## src/rtl/mips_pkg.sv

```systemverilog
// Shared definitions for the 5-stage MIPS pipeline: opcodes, forward-select
// encodings and the hazard stall-cause record.
package mips_pkg;

  localparam int unsigned REG_AW_DEF = 5;

  localparam logic [5:0] OP_RTYPE = 6'h00;
  localparam logic [5:0] OP_BEQ   = 6'h04;
  localparam logic [5:0] OP_BNE   = 6'h05;
  localparam logic [5:0] OP_LW    = 6'h23;
  localparam logic [5:0] OP_SW    = 6'h2b;
  localparam logic [5:0] FN_MULT  = 6'h18;
  localparam logic [5:0] FN_DIV   = 6'h1a;

  // D-stage selects use RF/E/M/MD; E-stage selects use RF/W/M (W shares 01).
  localparam logic [1:0] FWD_RF = 2'b00;
  localparam logic [1:0] FWD_E  = 2'b01;
  localparam logic [1:0] FWD_W  = 2'b01;
  localparam logic [1:0] FWD_M  = 2'b10;
  localparam logic [1:0] FWD_MD = 2'b11;

  typedef struct packed {
    logic load_use;
    logic branch_alu;
    logic branch_load;
    logic md_raw;
    logic md_waw;
    logic md_struct;
  } stall_cause_t;

endpackage

```

## src/rtl/md_scoreboard.sv

```systemverilog
// Countdown scoreboard for the single outstanding multi-cycle mul/div op:
// latency counter, busy flag, destination capture and completion pulse.
module md_scoreboard
  import mips_pkg::*;
#(
  parameter int unsigned REG_AW = REG_AW_DEF,
  parameter int unsigned MD_LAT = 4
) (
  input  logic              clk,
  input  logic              reset,
  input  logic              issue,
  input  logic [REG_AW-1:0] issue_dest,
  output logic              md_busy,
  output logic              md_done,
  output logic [REG_AW-1:0] md_dest
);

  logic [3:0] count;

  always_ff @(posedge clk) begin
    if (reset) begin
      count   <= '0;
      md_busy <= 1'b0;
      md_dest <= '0;
    end else if (issue) begin
      count   <= 4'(MD_LAT);
      md_busy <= 1'b1;
      md_dest <= issue_dest;
    end else if (md_busy) begin
      count <= count - 4'd1;
      if (count == 4'd1) begin
        md_busy <= 1'b0;
      end
    end
  end

  // Gated by reset so an op discarded mid-flight never shows a completion.
  assign md_done = md_busy & (count == 4'd1) & ~reset;

endmodule

```

## src/rtl/hazard_scoreboard_unit.sv

```systemverilog
// Hazard unit for the 5-stage MIPS pipeline with a multi-cycle MD unit.
// Optional performance counters are built when HAZARD_PERF_CNT_EN is defined.
module hazard_scoreboard_unit
  import mips_pkg::*;
#(
  parameter int unsigned REG_AW = REG_AW_DEF,
  parameter int unsigned MD_LAT = 4
`ifdef HAZARD_PERF_CNT_EN
  ,
  parameter int unsigned CNT_W  = 32
`endif
) (
  input  logic              clk,
  input  logic              reset,
  input  logic [REG_AW-1:0] rs_d,
  input  logic [REG_AW-1:0] rt_d,
  input  logic              use_rs_d,
  input  logic              use_rt_d,
  input  logic              branch_d,
  input  logic              md_d,
  input  logic [REG_AW-1:0] wr_addr_d,
  input  logic              wr_en_d,
  input  logic [REG_AW-1:0] rs_e,
  input  logic [REG_AW-1:0] rt_e,
  input  logic [REG_AW-1:0] wr_addr_e,
  input  logic [REG_AW-1:0] wr_addr_m,
  input  logic [REG_AW-1:0] wr_addr_w,
  input  logic              wr_en_e,
  input  logic              wr_en_m,
  input  logic              wr_en_w,
  input  logic              load_e,
  input  logic              load_m,
  output logic [1:0]        forward_a_d,
  output logic [1:0]        forward_b_d,
  output logic [1:0]        forward_a_e,
  output logic [1:0]        forward_b_e,
  output logic              stall_f,
  output logic              stall_d,
  output logic              flush_e,
  output logic              md_busy,
  output logic              md_done,
  output logic [REG_AW-1:0] md_dest
`ifdef HAZARD_PERF_CNT_EN
  ,
  output logic [CNT_W-1:0]  stall_cycles,
  output logic [CNT_W-1:0]  load_use_cycles,
  output logic [CNT_W-1:0]  md_stall_cycles
`endif
);

  stall_cause_t cause;
  logic         stall;
  logic         md_pend;
  logic         md_issue;

  function automatic logic hit(input logic [REG_AW-1:0] a, input logic [REG_AW-1:0] b);
    return (a == b) && (a != '0);
  endfunction

  function automatic logic [1:0] fwd_d_sel(
    input logic [REG_AW-1:0] src,
    input logic [REG_AW-1:0] dst_e, input logic en_e,
    input logic [REG_AW-1:0] dst_m, input logic en_m,
    input logic [REG_AW-1:0] dst_md, input logic done
  );
    if (en_e && hit(src, dst_e))       return FWD_E;
    else if (en_m && hit(src, dst_m))  return FWD_M;
    else if (done && hit(src, dst_md)) return FWD_MD;
    else                               return FWD_RF;
  endfunction

  function automatic logic [1:0] fwd_e_sel(
    input logic [REG_AW-1:0] src,
    input logic [REG_AW-1:0] dst_m, input logic en_m,
    input logic [REG_AW-1:0] dst_w, input logic en_w
  );
    if (en_m && hit(src, dst_m))      return FWD_M;
    else if (en_w && hit(src, dst_w)) return FWD_W;
    else                              return FWD_RF;
  endfunction

  always_comb begin
    cause       = '0;
    stall       = 1'b0;
    md_pend     = 1'b0;
    forward_a_d = FWD_RF;
    forward_b_d = FWD_RF;
    forward_a_e = FWD_RF;
    forward_b_e = FWD_RF;
    if (!reset) begin
      md_pend = md_busy & ~md_done;

      cause.load_use    = load_e & wr_en_e &
                          ((use_rs_d & hit(rs_d, wr_addr_e)) | (use_rt_d & hit(rt_d, wr_addr_e)));
      cause.branch_alu  = branch_d & wr_en_e & ~load_e &
                          ((use_rs_d & hit(rs_d, wr_addr_e)) | (use_rt_d & hit(rt_d, wr_addr_e)));
      cause.branch_load = branch_d & load_m &
                          ((use_rs_d & hit(rs_d, wr_addr_m)) | (use_rt_d & hit(rt_d, wr_addr_m)));
      cause.md_raw      = md_pend &
                          ((use_rs_d & hit(rs_d, md_dest)) | (use_rt_d & hit(rt_d, md_dest)));
      cause.md_waw      = md_pend & wr_en_d & hit(wr_addr_d, md_dest);
      cause.md_struct   = md_pend & md_d;
      stall             = |cause;

      if (branch_d) begin
        forward_a_d = fwd_d_sel(rs_d, wr_addr_e, wr_en_e, wr_addr_m, wr_en_m, md_dest, md_done);
        forward_b_d = fwd_d_sel(rt_d, wr_addr_e, wr_en_e, wr_addr_m, wr_en_m, md_dest, md_done);
      end
      forward_a_e = fwd_e_sel(rs_e, wr_addr_m, wr_en_m, wr_addr_w, wr_en_w);
      forward_b_e = fwd_e_sel(rt_e, wr_addr_m, wr_en_m, wr_addr_w, wr_en_w);
    end
  end

  assign stall_f  = stall;
  assign stall_d  = stall;
  assign flush_e  = stall;
  assign md_issue = md_d & ~stall & ~reset;

  md_scoreboard #(
    .REG_AW (REG_AW),
    .MD_LAT (MD_LAT)
  ) u_md_scoreboard (
    .clk        (clk),
    .reset      (reset),
    .issue      (md_issue),
    .issue_dest (wr_addr_d),
    .md_busy    (md_busy),
    .md_done    (md_done),
    .md_dest    (md_dest)
  );

`ifdef HAZARD_PERF_CNT_EN
  logic md_stall;
  assign md_stall = cause.md_raw | cause.md_waw | cause.md_struct;

  always_ff @(posedge clk) begin
    if (reset) begin
      stall_cycles    <= '0;
      load_use_cycles <= '0;
      md_stall_cycles <= '0;
    end else begin
      if (stall && (stall_cycles != '1)) begin
        stall_cycles <= stall_cycles + CNT_W'(1);
      end
      if (cause.load_use && (load_use_cycles != '1)) begin
        load_use_cycles <= load_use_cycles + CNT_W'(1);
      end
      if (md_stall && (md_stall_cycles != '1)) begin
        md_stall_cycles <= md_stall_cycles + CNT_W'(1);
      end
    end
  end
`endif

endmodule

```

## config.mk

```make
export PLATFORM = sky130hd
export DESIGN_NAME = hazard_scoreboard_unit
export DESIGN_NICKNAME = d
export VERILOG_FILES = /design/src/rtl/mips_pkg.sv /design/src/rtl/md_scoreboard.sv /design/src/rtl/hazard_scoreboard_unit.sv
export SDC_FILE = /design/constraint.sdc
export NUM_CORES = 1
export LEC_CHECK = 0
export ABC_AREA = 1
export BUFFER_PORTS_ARGS = -buffer_cell sky130_fd_sc_hd__buf_4
export CAP_MARGIN = 30
export CORE_MARGIN = 8
export CORE_UTILIZATION = 48
export CTS_CLUSTER_DIAMETER = 120
export DETAILED_ROUTE_END_ITERATION = 12
export GPL_TIMING_DRIVEN = 0
export PLACE_DENSITY = 0.81
export SLEW_MARGIN = 10
export SYNTH_ARGS = -nofsm -noshare
export SYNTH_HDL_FRONTEND = slang
export SYNTH_HIERARCHICAL = 1
export SYNTH_SLANG_ARGS = --single-unit
export TNS_END_PERCENT = 100
```

## constraint.sdc

```tcl
create_clock -name clk -period 2 [get_ports clk]
set_clock_uncertainty 0.1 [all_clocks]
set_input_delay 0.1 -clock clk [delete_from_list [all_inputs] [get_ports clk]]
set_output_delay 0.1 -clock clk [all_outputs]
set_load 0.03 [all_outputs]
```

==> flow_metrics.env, run 1 <==
export IMPL_grt_ovfl_total=0
export IMPL_crit_path_start="u_md_scoreboard/md_dest[3]"
export IMPL_grt_max_degree=11
export IMPL_setup_viol=0
export IMPL_first_pass_iters=4
export IMPL_use_met1=0.230
export IMPL_rr_startpoint="u_md_scoreboard/md_dest[3]"
export IMPL_drtIter0Drc=140
export IMPL_row_count=20
export IMPL_slew_headroom=0.750
export IMPL_floorplan_die_area_mm2=0.00532
export IMPL_syn_area_per_cell_um2=5.71
export IMPL_timing_rr_end="u_md_scoreboard/md_dest[1]"
export IMPL_post_route_period_util=0.976
export IMPL_cts_tree="built"
export IMPL_ant_nets=0
export IMPL_cp_required_ns=1.80
export IMPL_rsz0062_at_grt="yes"
export IMPL_cp_start_kind="flop"
export IMPL_synthTopCellsByArea="nand2_1, xnor2_1, dfxtp_1, nor2_1, inv_1"
export IMPL_viasPerCell=4.99
export IMPL_critical_path_class="reg -> out"
export IMPL_whs_ns=0.0453
export IMPL_clock_latency_ns=0.27
export IMPL_yosys_warnings=6
export IMPL_nets=412
export IMPL_clockRootBuffer="clkbuf_4"
export IMPL_cap_viol_max_count=0
export IMPL_reg2regPathDepth=14
export IMPL_synthFlopType="dfxtp_1"
export IMPL_outcome="finished, final reports clean"
export IMPL_min_to="u_md_scoreboard/md_busy"
export IMPL_power_static_leakage_nw=1.20
export IMPL_worstPathArrival_ns=1.75
export IMPL_drc=0
export IMPL_tightest_slew_ns=0.372
export IMPL_grt_pass1_vias=1909
export IMPL_worst_hold_startpoint="reset"
export IMPL_syn_nets=327
export IMPL_track_usage=0.194
export IMPL_num_vias=2002
export IMPL_use_met2=0.323
export IMPL_critPathCaptureType="output pin"
export IMPL_dp_hpwl_mm=4.24
export IMPL_die_x_um=73.0
export IMPL_gp_routability_congestion=0.919
export IMPL_synth_async_reset_ratio=0
export IMPL_timing_final_max_slew_violations=0
export IMPL_met3_usage=0.0577
export IMPL_antenna_found_initial=0
export IMPL_final_util=0.770
export IMPL_io_buffers=69
export IMPL_synth_edf_count=0
export IMPL_yosysSeqAreaShare=0.129
export IMPL_syn2layout_area_growth_pct=52.1
export IMPL_clockBufferDepth=2
export IMPL_start_util=0.506
export IMPL_drive_above_1_share=0.339
export IMPL_min_path_type="in -> reg"
export IMPL_fmax_mhz=512
export IMPL_grt_busiest_layer="met2"
export IMPL_die_h_um=73.0
export IMPL_core_area_mm2=0.00308
export IMPL_placed_cells=386
export IMPL_hold_viol=0
export IMPL_peakVddDrop_mv=0.454
export IMPL_antenna_cells=0
export IMPL_clkSinkCount=10
export IMPL_period_minus_slack_ns=1.95
export IMPL_htreeDepth=1
export IMPL_place_worst_setup_slack_ns=0.0256
export IMPL_clk_pin_slew_ns=0.07
export IMPL_final_cells=401
export IMPL_cp_max_fo=7
export IMPL_holdPathStages=2
export IMPL_wl_per_cell_um=13.0
export IMPL_ys_types=31
export IMPL_numCtsBuffers=3
export IMPL_synth_cells=273
export IMPL_tns_ns=0
export IMPL_ios=70
export IMPL_ys_ff_latch=10
export IMPL_synth_largest_area_cell="nand2_1"
export IMPL_regToRegSetupSlack_ns=0.11
export IMPL_pwr_density_cell_mw_per_mm2=374
export IMPL_synth_top_area_frac=0.164
export IMPL_drt_total_wl_mm=5.21
export IMPL_fin_ws_ns=0.0483
export IMPL_syn_area_mm2=0.00156
export IMPL_grt_pass1_wl_mm=8.49
==> repair_timing <==
item / in CTS / in global routing
resized for setup: 6 / 19
hold buffers: 5 / 0
setup buffers: 1 / 5
endpoints found under the hold margin: 5 / 0
endpoints found under the setup margin: 2 / 15
pin swaps: 1 / 7
==> cell usage after synthesis, types with 2 or more instances <==
library cell and count:
a21oi_1 6, buf_4 2, dfxtp_1 10, ha_1 2
inv_1 38, inv_2 5, nand2_1 68, nand2_2 4
nand3_1 22, nand3_2 2, nand4_1 4, nor2_1 44
nor2_2 4, nor2_4 2, nor3_1 3, o21a_1 2
o21ai_0 8, o22ai_1 2, xnor2_1 25, xor2_1 9
==> final cells by class <==
cell class	instances	area [µm²]
sequential	10	221
inverter	43	161
timing repair buffer	80	621
clock buffer	4	36.3
buffer	2	15.0
tap	44	55.1
fill	272	708
multi-input combinational	218	1260
==> per-stage QoR <==
step	total power [mW]	cell area (µm²)
detailed placement	0.669	2150
CTS	0.859	2260
floorplan	0.484	1580
finish	0.886	2370
global placement	0.661	2150
global route	0.948	2370
==> state kept, by name, summed over array words and instances (netlist names) <==
name / cells
u_md_scoreboard/md_busy: 1
u_md_scoreboard/md_dest: 5
u_md_scoreboard/count: 4
==> how the worst max path moves through the flow <==
stage                                            end  slack [ns]
after floorplan                              stall_d        0.04
final                                        stall_f        0.05
after CTS                                    stall_f       0.003
after detailed placement  u_md_scoreboard/md_dest[0]        0.03
after global routing                         stall_f       -0.06
after global placement    u_md_scoreboard/md_dest[0]        0.03
==> cell families (layout without fill, tap and decap cells) <==
logic type / Yosys count / in the layout / synth area share
AOI/OAI and AO/OA: 24 / 24 / 0.101
buffers and inverters: 45 / 129 / 0.113
DFF: 10 / 10 / 0.129
xor gates and xnor gates: 34 / 34 / 0.191
and+or+nand+nor: 158 / 158 / 0.450
adders and majority gates: 2 / 2 / 0.0161
==> worst max-delay path: stages, from the launching register on <==
cell	delay, ns
dfxtp_4	0.38
xnor2_2	0.16
nand2_1	0.08
nor2_2	0.12
nand3_2	0.11
nand2_4	0.09
nor2_2	0.03
nor2_1	0.07
nor2_1	0.05
nor2_2	0.14
buf_4	0.13
buf_6	0.12
==> report_power, final <==
part           switching [mW]  total [mW]  internal, mW
Sequential             0.0283       0.244         0.216
Combinational           0.244       0.463         0.219
Clock                  0.0680       0.179         0.111
==> placed cells by master (no fill, tap or decap), types with 2 or more instances in the layout <==
cell	instances
dfxtp_4	5
a21oi_2	2
nand4_1	4
buf_4	75
o21ai_0	8
xnor2_1	22
nor2_2	5
nand3_1	21
dlygate4sd3_1	5
nand3_2	3
xnor2_2	3
a21oi_1	5
ha_1	2
o21a_1	2
dfxtp_1	3
buf_6	2
clkbuf_4	3
o22ai_1	2
nand2_1	67
nor2_4	5
xor2_1	9
nor2_1	40
nand2_2	4
nor3_1	2
inv_1	37
dfxtp_2	2
inv_2	6
==> layer usage <==
metal  vias to the layer above  share of wire
met3                        19          0.091
met4                         0          0.035
met5                         -              0
li1                       1020              -
met1                       878           0.40
met2                        85           0.47
Power figures use the tool's default switching activity.
==> run 2, diff against run 1 <==
--- a/config.mk
+++ b/config.mk
@@ -5,11 +5,10 @@
 export SDC_FILE = /design/constraint.sdc
 export NUM_CORES = 1
 export LEC_CHECK = 0
-export ABC_AREA = 1
 export BUFFER_PORTS_ARGS = -buffer_cell sky130_fd_sc_hd__buf_4
 export CAP_MARGIN = 30
 export CORE_MARGIN = 8
-export CORE_UTILIZATION = 48
+export CORE_UTILIZATION = 46
 export CTS_CLUSTER_DIAMETER = 120
 export DETAILED_ROUTE_END_ITERATION = 12
 export GPL_TIMING_DRIVEN = 0
==> run 2 against run 1 <==
Against the previous run:
- register-to-register slack got worse by 0.22 ns
- global-route usage decreased by 0.47 points
- maximum frequency decreased by 14%
- critical endpoint is now stall_d
- sequential power decreased by 3%
- via count decreased by 16%
- design area increased by 0.74%
- the flow now finishes with violations (setup timing)
- first-iteration DRC count decreased by 27%
- total power increased by 1.1%
- count of clock-buffer cells in the layout unchanged
- wire length increased by 1.6%
- synthesized area decreased by 11%
- largest power group unchanged
- flip-flop and latch count unchanged
==> flow_metrics.env, run 2 <==
export IMPL_fmax_mhz=440
export IMPL_final_cell_mix="buf_4, xnor2_1, xor2_1, nor2_1"
export IMPL_cp_max_fo=4
export IMPL_cap_viol_max_count=0
export IMPL_ant_nets=0
export IMPL_largest_register="u_md_scoreboard/md_dest"
export IMPL_ys_types=38
export IMPL_viasPerCell=5.68
export IMPL_drive_above_1_share=0.508
export IMPL_track_usage=0.189
export IMPL_numCtsBuffers=3
export IMPL_antenna_found_initial=0
export IMPL_fin_ws_ns=-0.274
export IMPL_crit_family="buffers and inverters"
export IMPL_nets=317
export IMPL_drc=0
export IMPL_timing_final_max_slew_violations=0
export IMPL_tightest_slew_ns=0.434
export IMPL_syn_nets=223
export IMPL_grt_ovfl_total=0
export IMPL_final_common_cell="buf_4"
export IMPL_pwr_density_cell_mw_per_mm2=375
export IMPL_clockRootBuffer="clkbuf_4"
export IMPL_ys_ff_latch=10
export IMPL_floorplan_die_area_mm2=0.00502
export IMPL_wl_per_cell_um=18.0
export IMPL_slowest_delay_ns=0.33
export IMPL_outcome="finished with violations"
export IMPL_clkSinkCount=10
export IMPL_finish_instance_area_mm2=0.00239
export IMPL_peakVddDrop_mv=0.364
export IMPL_synth_largest_area_cell="xnor2_1"
export IMPL_die_h_um=70.9
export IMPL_grt_pass1_wl_mm=7.89
export IMPL_critPathCaptureType="output pin"
export IMPL_synthTopCellsByCount="xnor2_1, nor2_1, xor2_1, nand2_1"
export IMPL_worstPathArrival_ns=2.07
export IMPL_power_static_leakage_nw=0.963
export IMPL_synthTopCellsByArea="xnor2_1, dfxtp_1, xor2_1, nor4_1, nor2_1"
export IMPL_regToRegSetupSlack_ns=-0.11
export IMPL_slew_headroom=0.708
export IMPL_period_minus_slack_ns=2.27
export IMPL_cp_start_kind="flop"
export IMPL_clockBufferDepth=2
export IMPL_violations="setup timing"
export IMPL_rsz0062_at_grt="yes"
export IMPL_yosys_warnings=6
export IMPL_grt_pass1_vias=1665
export IMPL_largest_register_ffs=5
export IMPL_clock_latency_ns=0.27
export IMPL_synth_edf_count=0
export IMPL_gp_routability_congestion=0.808
export IMPL_place_worst_setup_slack_ns=-0.378
export IMPL_crit_top_cell="buf_6"
export IMPL_grt_max_degree=11
export IMPL_top_regs="u_md_scoreboard/md_dest (5), u_md_scoreboard/count (4), u_md_scoreboard/md_busy (1)"
export IMPL_synth_async_reset_ratio=0
export IMPL_synth_cells=169
export IMPL_slowest_stage="dfxtp_2"
export IMPL_start_util=0.469
export IMPL_antenna_cells=0
export IMPL_setup_viol=17
export IMPL_num_vias=1677
export IMPL_synth_top_area_frac=0.259
export IMPL_critical_path_class="reg -> out"
export IMPL_yosysSeqAreaShare=0.145
export IMPL_syn_area_per_cell_um2=8.20
export IMPL_cp_cell_sequence="inv_2 > ha_4 > nand4bb_1 > nor2_4 > nor2b_4 > buf_4 > a32oi_2 > a41oi_4 > buf_6 > buf_6"
export IMPL_tns_ns=-1.80
export IMPL_ios=70
export IMPL_core_area_mm2=0.00295
export IMPL_dp_hpwl_mm=3.76
export IMPL_yosysMostFrequentCell="xnor2_1"
export IMPL_syn2layout_area_growth_pct=72.4
export IMPL_io_buffers=69
export IMPL_cp_required_ns=1.80
export IMPL_drt_total_wl_mm=5.30
export IMPL_clk_pin_slew_ns=0.07
export IMPL_row_count=20
export IMPL_hold_viol=0
export IMPL_synthFlopType="dfxtp_1"
export IMPL_post_route_period_util=1.14
export IMPL_drtIter0Drc=102
export IMPL_min_path_type="in -> reg"
export IMPL_cp_num_buf_inv=4
export IMPL_placed_area_mm2=0.00203
export IMPL_die_x_um=70.9
export IMPL_syn_area_mm2=0.00139
export IMPL_cts_tree="built"
export IMPL_first_pass_iters=4
export IMPL_htreeDepth=1
run 2: final cells by class:
cell class,instances,area [µm²]
sequential,10,225
buffer,5,50.0
inverter,3,11.3
fill,204,566
tap,33,41.3
timing repair buffer,89,698
multi-input combinational,151,1330
clock buffer,4,36.3
run 2: report_power, final:
group,switching [mW],internal [mW]
Combinational,0.226,0.248
Clock,0.0741,0.111
Sequential,0.0252,0.212
Total,0.325,0.571
run 2: worst register-to-register path, delay by kind of cell, from the launching register on:
family                     cells  cell delay (ns)
muxes                          1             0.23
adders and majority gates      1             0.13
and+or+nand+nor                5             0.84
DFF                            1             0.33
buffers and inverters          3             0.38
run 2: timing repair:
| item | 4_1_cts | 5_1_grt |
|---|---|---|
| cloned | 1 | 0 |
| setup endpoints to repair | 13 | 16 |
| pin swaps | 6 | 12 |
| hold buffers | 4 | 0 |
| setup buffers | 9 | 6 |
| resized for setup | 15 | 16 |
| hold endpoints to repair | 4 | 0 |
run 2: metal layers:
metal	wire (µm)	GRT usage	up-vias	part of all wire
met5	0	0	-	0
met4	0	0.0254	0	0
met3	387	0.0579	0	0.073
met2	2710	0.337	64	0.51
met1	2200	0.220	813	0.41
li1	-	-	800	-
run 2: through the flow:
| step | utilization | std cells | hold slack [ns] | total power, mW |
|---|---|---|---|---|
| floorplan | - | 169 | 0.144 | 0.459 |
| global placement | 0.686 | 271 | 0.252 | 0.625 |
| detailed placement | 0.686 | 271 | 0.264 | 0.634 |
| CTS | 0.764 | 289 | 0.00408 | 0.857 |
| global route | 0.808 | 295 | 0.0369 | 0.947 |
| finish | 0.808 | 295 | 0.0204 | 0.896 |
run 2: kinds of logic (layout without fill, tap and decap cells):
logic type	after synthesis	after routing	share of synthesized area
AOI/OAI and AO/OA	10	10	0.0651
buffers and inverters	8	101	0.0388
DFF	10	10	0.145
adders and majority gates	2	2	0.0181
muxes	6	6	0.0470
xor gates and xnor gates	55	55	0.348
and+or+nand+nor	78	78	0.339
run 2: final timing paths:
check                                 from                          to  depth (start not counted)
setup / recovery  u_md_scoreboard/count[1]                     stall_d                         10
hold / removal                wr_addr_d[1]  u_md_scoreboard/md_dest[1]                          3
setup reg to reg  u_md_scoreboard/count[1]  u_md_scoreboard/md_dest[1]                         10
hold reg to reg    u_md_scoreboard/md_busy    u_md_scoreboard/count[1]                          2
